`src/rtl/muldiv_pkg.sv`:
```
// muldiv_pkg: shared constants, state encoding and funct3 decode helpers for
// the RV32M multiply/divide unit.
package muldiv_pkg;

  localparam int XLEN  = 32;
  localparam int ITERS = 32;

  localparam logic [2:0] F3_MUL    = 3'd0;
  localparam logic [2:0] F3_MULH   = 3'd1;
  localparam logic [2:0] F3_MULHSU = 3'd2;
  localparam logic [2:0] F3_MULHU  = 3'd3;
  localparam logic [2:0] F3_DIV    = 3'd4;
  localparam logic [2:0] F3_DIVU   = 3'd5;
  localparam logic [2:0] F3_REM    = 3'd6;
  localparam logic [2:0] F3_REMU   = 3'd7;

  typedef enum logic [1:0] {IDLE, CALC, FIX, DONE} state_t;

  function automatic logic is_div(input logic [2:0] f3);
    return f3[2];
  endfunction

  function automatic logic is_signed_a(input logic [2:0] f3);
    return (f3 == F3_MULH) || (f3 == F3_MULHSU) || (f3 == F3_DIV) || (f3 == F3_REM);
  endfunction

  function automatic logic is_signed_b(input logic [2:0] f3);
    return (f3 == F3_MULH) || (f3 == F3_DIV) || (f3 == F3_REM);
  endfunction

endpackage

```
`src/rtl/muldiv_iter_core.sv`:
```
// muldiv_iter_core: shared 64-bit accumulator plus one shift-add (multiply)
// or restoring-subtract (divide) step per cycle.
//   load     : acc <= init, latch opnd (multiplicand / divisor) and mode
//   step     : advance one iteration
//   acc      : multiply -> 64-bit product; divide -> {remainder, quotient}
module muldiv_iter_core
  import muldiv_pkg::*;
(
  input  logic              clock,
  input  logic              reset,
  input  logic              load,
  input  logic              step,
  input  logic              div_mode,
  input  logic [2*XLEN-1:0] init,
  input  logic [XLEN-1:0]   opnd,
  output logic [2*XLEN-1:0] acc
);

  logic [2*XLEN-1:0] acc_q;
  logic [XLEN-1:0]   opnd_q;
  logic              mode_q;

  logic [XLEN:0]     sum;
  logic [XLEN+1:0]   diff;
  logic [2*XLEN-1:0] mul_nxt, div_nxt;

  always_comb begin
    // Shift-add: multiplier bits sit in the low half and shift out as the
    // product (with its carry) shifts in from the top.
    sum     = {1'b0, acc_q[2*XLEN-1:XLEN]} + (acc_q[0] ? {1'b0, opnd_q} : '0);
    mul_nxt = {sum, acc_q[XLEN-1:1]};
    // Restoring divide: the shifted partial remainder needs XLEN+1 bits;
    // borrow (diff MSB) means restore, otherwise keep difference, shift in 1.
    diff    = {1'b0, acc_q[2*XLEN-1:XLEN-1]} - {2'b00, opnd_q};
    div_nxt = diff[XLEN+1] ? {acc_q[2*XLEN-2:0], 1'b0}
                           : {diff[XLEN-1:0], acc_q[XLEN-2:0], 1'b1};
  end

  always_ff @(posedge clock) begin
    if (reset) begin
      acc_q  <= '0;
      opnd_q <= '0;
      mode_q <= 1'b0;
    end else if (load) begin
      acc_q  <= init;
      opnd_q <= opnd;
      mode_q <= div_mode;
    end else if (step) begin
      acc_q  <= mode_q ? div_nxt : mul_nxt;
    end
  end

  assign acc = acc_q;

endmodule

```
`src/rtl/muldiv_unit.sv`:
```
// muldiv_unit: iterative RV32M multiply/divide execute unit.
//   clock, reset (sync, active-high)
//   start/funct3/operandA/operandB : request, accepted when ready=1
//   ready (IDLE), busy (CALC/FIX/DONE), done (1-cycle pulse), result (held)
// Optional: define MULDIV_FAST_MUL_EN for single-cycle combinational
// multiplies (IDLE->FIX->DONE); divides are unaffected.
module muldiv_unit
  import muldiv_pkg::*;
(
  input  logic            clock,
  input  logic            reset,
  input  logic            start,
  input  logic [2:0]      funct3,
  input  logic [XLEN-1:0] operandA,
  input  logic [XLEN-1:0] operandB,
  output logic            ready,
  output logic            busy,
  output logic            done,
  output logic [XLEN-1:0] result
);

  state_t            state_q, state_d;
  logic [4:0]        cnt_q;
  logic [2:0]        f3_q;
  logic              neg_q, spec_q;
  logic [XLEN-1:0]   spec_val_q, result_q;

  logic              load, step, fast;
  logic              sa, sb, neg_a, neg_b, neg_d, div_zero, ovf, spec_hit;
  logic [XLEN-1:0]   ma, mb, spec_val, fix_val, qr;
  logic [2*XLEN-1:0] init, acc, prod;

  // Operand decode: magnitudes, special cases and final sign, all resolved
  // from the live inputs so they can be captured on the accepting edge.
  always_comb begin
    sa       = is_signed_a(funct3);
    sb       = is_signed_b(funct3);
    neg_a    = sa & operandA[XLEN-1];
    neg_b    = sb & operandB[XLEN-1];
    ma       = neg_a ? -operandA : operandA;
    mb       = neg_b ? -operandB : operandB;
    // Remainder follows the dividend; product/quotient negate on sign mismatch.
    neg_d    = (is_div(funct3) && funct3[1]) ? neg_a : (neg_a ^ neg_b);
    div_zero = is_div(funct3) && (operandB == '0);
    ovf      = ((funct3 == F3_DIV) || (funct3 == F3_REM)) &&
               (operandA == 32'h8000_0000) && (operandB == 32'hFFFF_FFFF);
    spec_hit = div_zero || ovf;
    if (div_zero) spec_val = funct3[1] ? operandA : 32'hFFFF_FFFF;
    else          spec_val = funct3[1] ? 32'h0 : 32'h8000_0000;
`ifdef MULDIV_FAST_MUL_EN
    fast = !is_div(funct3);
    init = fast ? (64'(ma) * 64'(mb)) : {{XLEN{1'b0}}, ma};
`else
    fast = 1'b0;
    init = {{XLEN{1'b0}}, ma};
`endif
  end

  always_comb begin
    state_d = state_q;
    load    = 1'b0;
    step    = 1'b0;
    case (state_q)
      IDLE: if (start) begin
        load    = 1'b1;
        state_d = (spec_hit || fast) ? FIX : CALC;
      end
      CALC: begin
        step = 1'b1;
        if (cnt_q == 5'(ITERS - 1)) state_d = FIX;
      end
      FIX:     state_d = DONE;
      DONE:    state_d = IDLE;
      default: state_d = IDLE;
    endcase
  end

  always_comb begin
    prod = neg_q ? -acc : acc;
    qr   = f3_q[1] ? acc[2*XLEN-1:XLEN] : acc[XLEN-1:0];
    if (spec_q)            fix_val = spec_val_q;
    else if (is_div(f3_q)) fix_val = neg_q ? -qr : qr;
    else if (f3_q == F3_MUL) fix_val = prod[XLEN-1:0];
    else                   fix_val = prod[2*XLEN-1:XLEN];
  end

  muldiv_iter_core u_core (
    .clock    (clock),
    .reset    (reset),
    .load     (load),
    .step     (step),
    .div_mode (is_div(funct3)),
    .init     (init),
    .opnd     (mb),
    .acc      (acc)
  );

  always_ff @(posedge clock) begin
    if (reset) begin
      state_q    <= IDLE;
      cnt_q      <= '0;
      f3_q       <= '0;
      neg_q      <= 1'b0;
      spec_q     <= 1'b0;
      spec_val_q <= '0;
      result_q   <= '0;
    end else begin
      state_q <= state_d;
      if (load) begin
        cnt_q      <= '0;
        f3_q       <= funct3;
        neg_q      <= neg_d;
        spec_q     <= spec_hit;
        spec_val_q <= spec_val;
      end else if (step) begin
        cnt_q <= cnt_q + 5'd1;
      end
      if (state_q == FIX) result_q <= fix_val;
    end
  end

  assign ready  = (state_q == IDLE);
  assign busy   = (state_q != IDLE);
  assign done   = (state_q == DONE);
  assign result = result_q;

endmodule

```
`config.mk`:
```
export PLATFORM = sky130hd
export DESIGN_NAME = muldiv_unit
export DESIGN_NICKNAME = d
export VERILOG_FILES = /design/src/rtl/muldiv_pkg.sv /design/src/rtl/muldiv_iter_core.sv /design/src/rtl/muldiv_unit.sv
export SDC_FILE = /design/constraint.sdc
export NUM_CORES = 1
export LEC_CHECK = 0
export ABC_CLOCK_PERIOD_IN_PS = 4700
export BUFFER_PORTS_ARGS = -buffer_cell sky130_fd_sc_hd__buf_4
export CORE_UTILIZATION = 45
export CTS_BUF_LIST = sky130_fd_sc_hd__clkbuf_4
export DETAILED_ROUTE_END_ITERATION = 7
export PLACE_DENSITY = 0.6
export SLEW_MARGIN = 20
export SYNTH_ARGS = -nofsm -noshare
export SYNTH_HDL_FRONTEND = slang
export SYNTH_HIERARCHICAL = 1
export SYNTH_SLANG_ARGS = --single-unit
```
`constraint.sdc`:
```
create_clock -name clock -period 4.7 [get_ports clock]
set_input_delay 0.94 -clock clock [delete_from_list [all_inputs] [get_ports clock]]
set_output_delay 0.94 -clock clock [all_outputs]
set_load 0.005 [all_outputs]
```
Word level (Yosys, flattened, before mapping). Cells that the tools add are included.

Input bits: 70. Bits in registers: 173. Output and inout port bits: 35. Word-level logic and storage cells: 75.

Reductions and logical operators: 18. Eq/ne operators: 12. $add $sub $neg: 7. Bitwise operators: 3. Muxes and demuxes: 24.

Operator list (count): two-way mux 32 bit (13); two-way mux 64 bit (3); negator 32 bit (3); equality test 32 bit (second input constant) (2); negator 64 bit (1); subtractor 33 x 32 -> 34 bit (1); adder 32 x 32 -> 33 bit (1); logical NOT 32 bit (1); case mux 2 bit (4 select lines) (1); logical OR 1 bit (7); equality test 3 bit (second input constant) (2); two-way mux 2 bit (3); adder 5 x 1 -> 5 bit (second input constant) (1); equality test 5 bit (second input constant) (1); equality test 2 bit (second input constant) (2); logical AND 1 bit (4); two-way mux 1 bit (4); != test 2 bit (second input constant) (2); nonzero test 2 bit (2); equality test 3 x 1 -> 1 bit (second input constant) (1); equality test 3 x 2 -> 1 bit (second input constant) (1); logical NOT 3 bit (1); AND 1 bit (2); equality test 2 x 1 -> 1 bit (second input constant) (1); 4 further kinds (4).

Logic depth before layout (Yosys ltp).
Depth in word-level cells: 8. Mapped depth: 13. Depth with buffers taken out: 12.

Modules after synthesis. Netlist, hierarchy kept.

Modules (own cells, without submodules): muldiv_iter_core (area an instance 8909.8 µm², times used 1, cells each 1185); muldiv_unit (area an instance 8282.9 µm², times used 1, cells each 1162).

Worst setup path after synthesis. No wires, ideal clock.

Path kind: reg-to-reg. Start point: reg u_core.acc_q[0], in the netlist u_core/acc[0]. End point: reg u_core.acc_q[59], in the netlist u_core/acc[59]. Cell stages (with the launch flop): 14. Path slack: 1378 ps. Library setup time: 103 ps. Data arrival time: 3219 ps. Path through: dfxtp_1 clkbuf_1 and2_1 ha_1 fa_1 a211oi_2 o211ai_1 a31oi_1 o21ai_1 a21o_1 a221o_1 o41ai_1 nor2_1 a2111oi_2.

Word-level cells in the longest chain between the ends: 3.

Ends and longest elaborated chain: from (decl) (RTL line muldiv_iter_core.sv:19) `logic [2*XLEN-1:0] acc_q;`; from (signal assigned) (RTL line muldiv_iter_core.sv:45) `acc_q <= init;`; from (signal assigned) (RTL line muldiv_iter_core.sv:49) `acc_q <= mode_q ? div_nxt : mul_nxt;`; two-way mux 32 bit (RTL line muldiv_iter_core.sv:30) `sum = {1'b0, acc_q[2*XLEN-1:XLEN]} + (acc_q[0] ? {1'b0, opnd_q} : '0);`; adder 32 x 32 -> 33 bit (RTL line muldiv_iter_core.sv:30); two-way mux 64 bit (RTL line muldiv_iter_core.sv:49).

Every way passes these cells. A chain may end at the register's enable or synchronous reset.

Final worst setup path. Same ends and word-level chain as after synthesis.

==> flow_summary.toml <==
[power_and_ir_drop]
max-vdd-ir-drop_mv = 0.381
clkPwrFrac_pct = 7.8
p_sw_share_pct = 55.7
power.leakage_uw = 0.00712
pwr-share-comb_pct = 70.7
pwr_density_cell_nw_per_um2 = 667
switchingPower_uw = 6960
p_int_uw = 5530
sequentialPowerShare_pct = 21.5

[critical_path]
worst-r2r-setup-slack_ns = 0.97
end_kind = "flip-flop"
cp_max_fo = 16
crit_required_ns = 5.28
start_kind = "flip-flop"
worstPathArrival_ns = 4.31
critPathKind = "flip-flop to flip-flop"
reg2regPathDepth = 12

[yosys]
syn-cell-area_um2 = 17200
avgSynthCellArea_um2 = 7.33
synth_edf_count = 0
postSynthCellCount = 2347
ys_ff_latch = 173
async_flop_share_pct = 0
synthFlopType = "dfxtp_1"
ys_seq_area_share_pct = 20.1
ys_types = 108
yosysWarnings = 6

[timing]
worst_slew_pin_slew_ns = 1.04
slew_headroom_pct = 30.1
slew_violations = 0
fmax_mhz = 268
period_share_pct = 79.5
skew_ns = 0.0334
setup_ws_ns = 0.965
finalSetupViolations = 0
hold_viol = 0
post-route-min-period_ns = 3.73
setup-tns-final_ns = 0
holdWs_ns = 0.471
rsz0062_at_grt = "false"

[global_route]
grt_overflow = 0
grt_max_degree = 72
grt_use_total_pct = 33.9
grt_pass1_vias = 17219
antenna_found_initial = 2
grt_pass1_wl_mm = 102

[floorplan]
ios = 105
coreArea_um2 = 37700
fp-row-count = 71
start_util_pct = 45.6
die_h_um = 197
die_w_um = 197
die_area_um2 = 39000

[placement]
pre_cts_ws_ns = 1.06
gp_congestion = 1.01
portBuffers = 104
hpwl_mm = 50.4

[routing]
avgRoutedWirePerCell_um = 22.8
ant_nets = 0
dr.pass1.iters = 8
totalWireLength_mm = 66.4
viasPerCell = 6.38
num_vias = 18563
drtIter0Drc = 1885
drc_errors = 0

[min_path]
worstHoldPathType = "flip-flop to flip-flop"
whs_path_depth = 2

[clock_network]
cts.repair.resized = 0
tritoncts = "built"
cts_buffers = 17
cts_buffer_depth = 2
holdBufCountCts = 0
cts-root-buf = "clkbuf_4"
clock_latency_ns = 0.70
cts_setup_buffers = 0
clock-sinks = 173
h-tree-depth = 4
clk_pin_slew_ns = 0.15

[status]
outcome = "finished, final reports clean"

[layout]
final_cell_mix = "nor2_1 (267), nand2_1 (177), a21oi_1 (174), dfxtp_1 (170), o21ai_0 (156)"
layout-drive-gt1-share_pct = 11.1
utilization_pct = 49.8
final_nets = 2532
area_growth_syn_to_layout_pct = 8.99
final_common_cell = "nor2_1"

[run]
max-cap-violations = 0
## per-layer routing
| layer | global-route usage [%] | vias up | routed length [um] |
|---|---|---|---|
| li1 | - | 8685 | - |
| met1 | 42.7 | 8752 | 27600 |
| met2 | 55.3 | 943 | 30500 |
| met3 | 6.28 | 181 | 5340 |
| met4 | 16.3 | 2 | 3010 |
| met5 | 0 | - | 11 |
## critical path, stage by stage (launching register included)
cell and delay (ns):
dfxtp_1 0.49, and2_1 0.25, ha_1 0.22, fa_1 0.44, a211oi_2 0.26, o211ai_1 0.22, a31oi_1 0.24, o21ai_1 0.15
a21o_1 0.25, a221o_1 0.39, o41ai_1 0.27, nor2_1 0.10, a2111oi_2 0.36
## cell families (layout without fill, tap and decap cells)
| family | Yosys count | after routing | share of synthesized area [%] |
|---|---|---|---|
| buf+inv | 246 | 266 | 5.69 |
| simple gates | 843 | 843 | 24.6 |
| fa+ha+maj | 77 | 77 | 5.69 |
| flops | 173 | 173 | 20.1 |
| xor+xnor | 166 | 166 | 8.46 |
| mux | 121 | 121 | 7.19 |
| other cells | 1 | 34 | 0.0218 |
| compound gates | 720 | 720 | 28.2 |
## Yosys cell counts (all sizes together), types with 10 or more instances
library cell  number  area, um2
a31o              12        114
o22ai             28        175
nor2b             40        250
o211ai            22        165
a21oi            176        888
inv               79        297
o21ai            166        831
a211oi            63        483
a221o             10        100
o21bai            11       82.6
and3              23        144
clkbuf           135        508
or4               17        131
a31oi             36        240
or3               38        238
a2111oi           11        140
dfxtp            173       3460
nand2            179        691
nor2             269       1030
ha                75        938
mux2              17        195
a21o              34        263
mux2i            104       1040
nor4              32        228
nand2b            17        106
nor3              65        330
nand3             38        200
or2               12       75.1
o41ai             18        199
xnor2            103        902
o31a              11       97.6
o31ai             30        225
buf               31        170
and2              46        290
xor2              63        552
nand4             31        200
## worst paths after layout
check | start | end
setup reg to reg | u_core/acc[0] | u_core/acc[59]
setup / recovery | u_core/acc[0] | u_core/acc[59]
hold reg to reg | spec_val_q[29] | spec_val_q[29]
hold / removal | spec_val_q[29] | spec_val_q[29]
## power by group through the flow
stage	Sequential, uW	Combinational, uW	Clock [uW]
finish	2690	8830	979
floorplan	2260	6470	0
detailed placement	2680	8610	0
global route	2730	9590	1040
CTS	2640	8640	995
global placement	2660	8540	0
## stage by stage
| step | power [uW] | instance area, um2 | instances |
|---|---|---|---|
| after floorplan | 8740 | 17300 | 2378 |
| after global placement | 11200 | 18400 | 2877 |
| after detailed placement | 11300 | 18400 | 2877 |
| after CTS | 12300 | 18700 | 2909 |
| after global routing | 13400 | 18700 | 2911 |
| final | 12500 | 18700 | 2911 |
## sequential cells by signal, indices dropped and copies added, names as in the netlist
name,count
cnt_q,5
f3_q,3
neg_q,1
result,32
spec_q,1
spec_val_q,32
state_q,2
u_core/acc,64
u_core/mode_q,1
u_core/opnd_q,32
## cell type report
class,instances,area (um2)
Sequential cell,173,3470
Inverter,80,303
Tap cell,511,639
Multi-Input combinational cell,1959,12900
Clock buffer,18,135
Antenna cell,2,5.00
Fill cell,3882,18900
Timing Repair Buffer,154,1160
Clock inverter,14,159
Note: power is estimated with default switching activity, not from simulation.
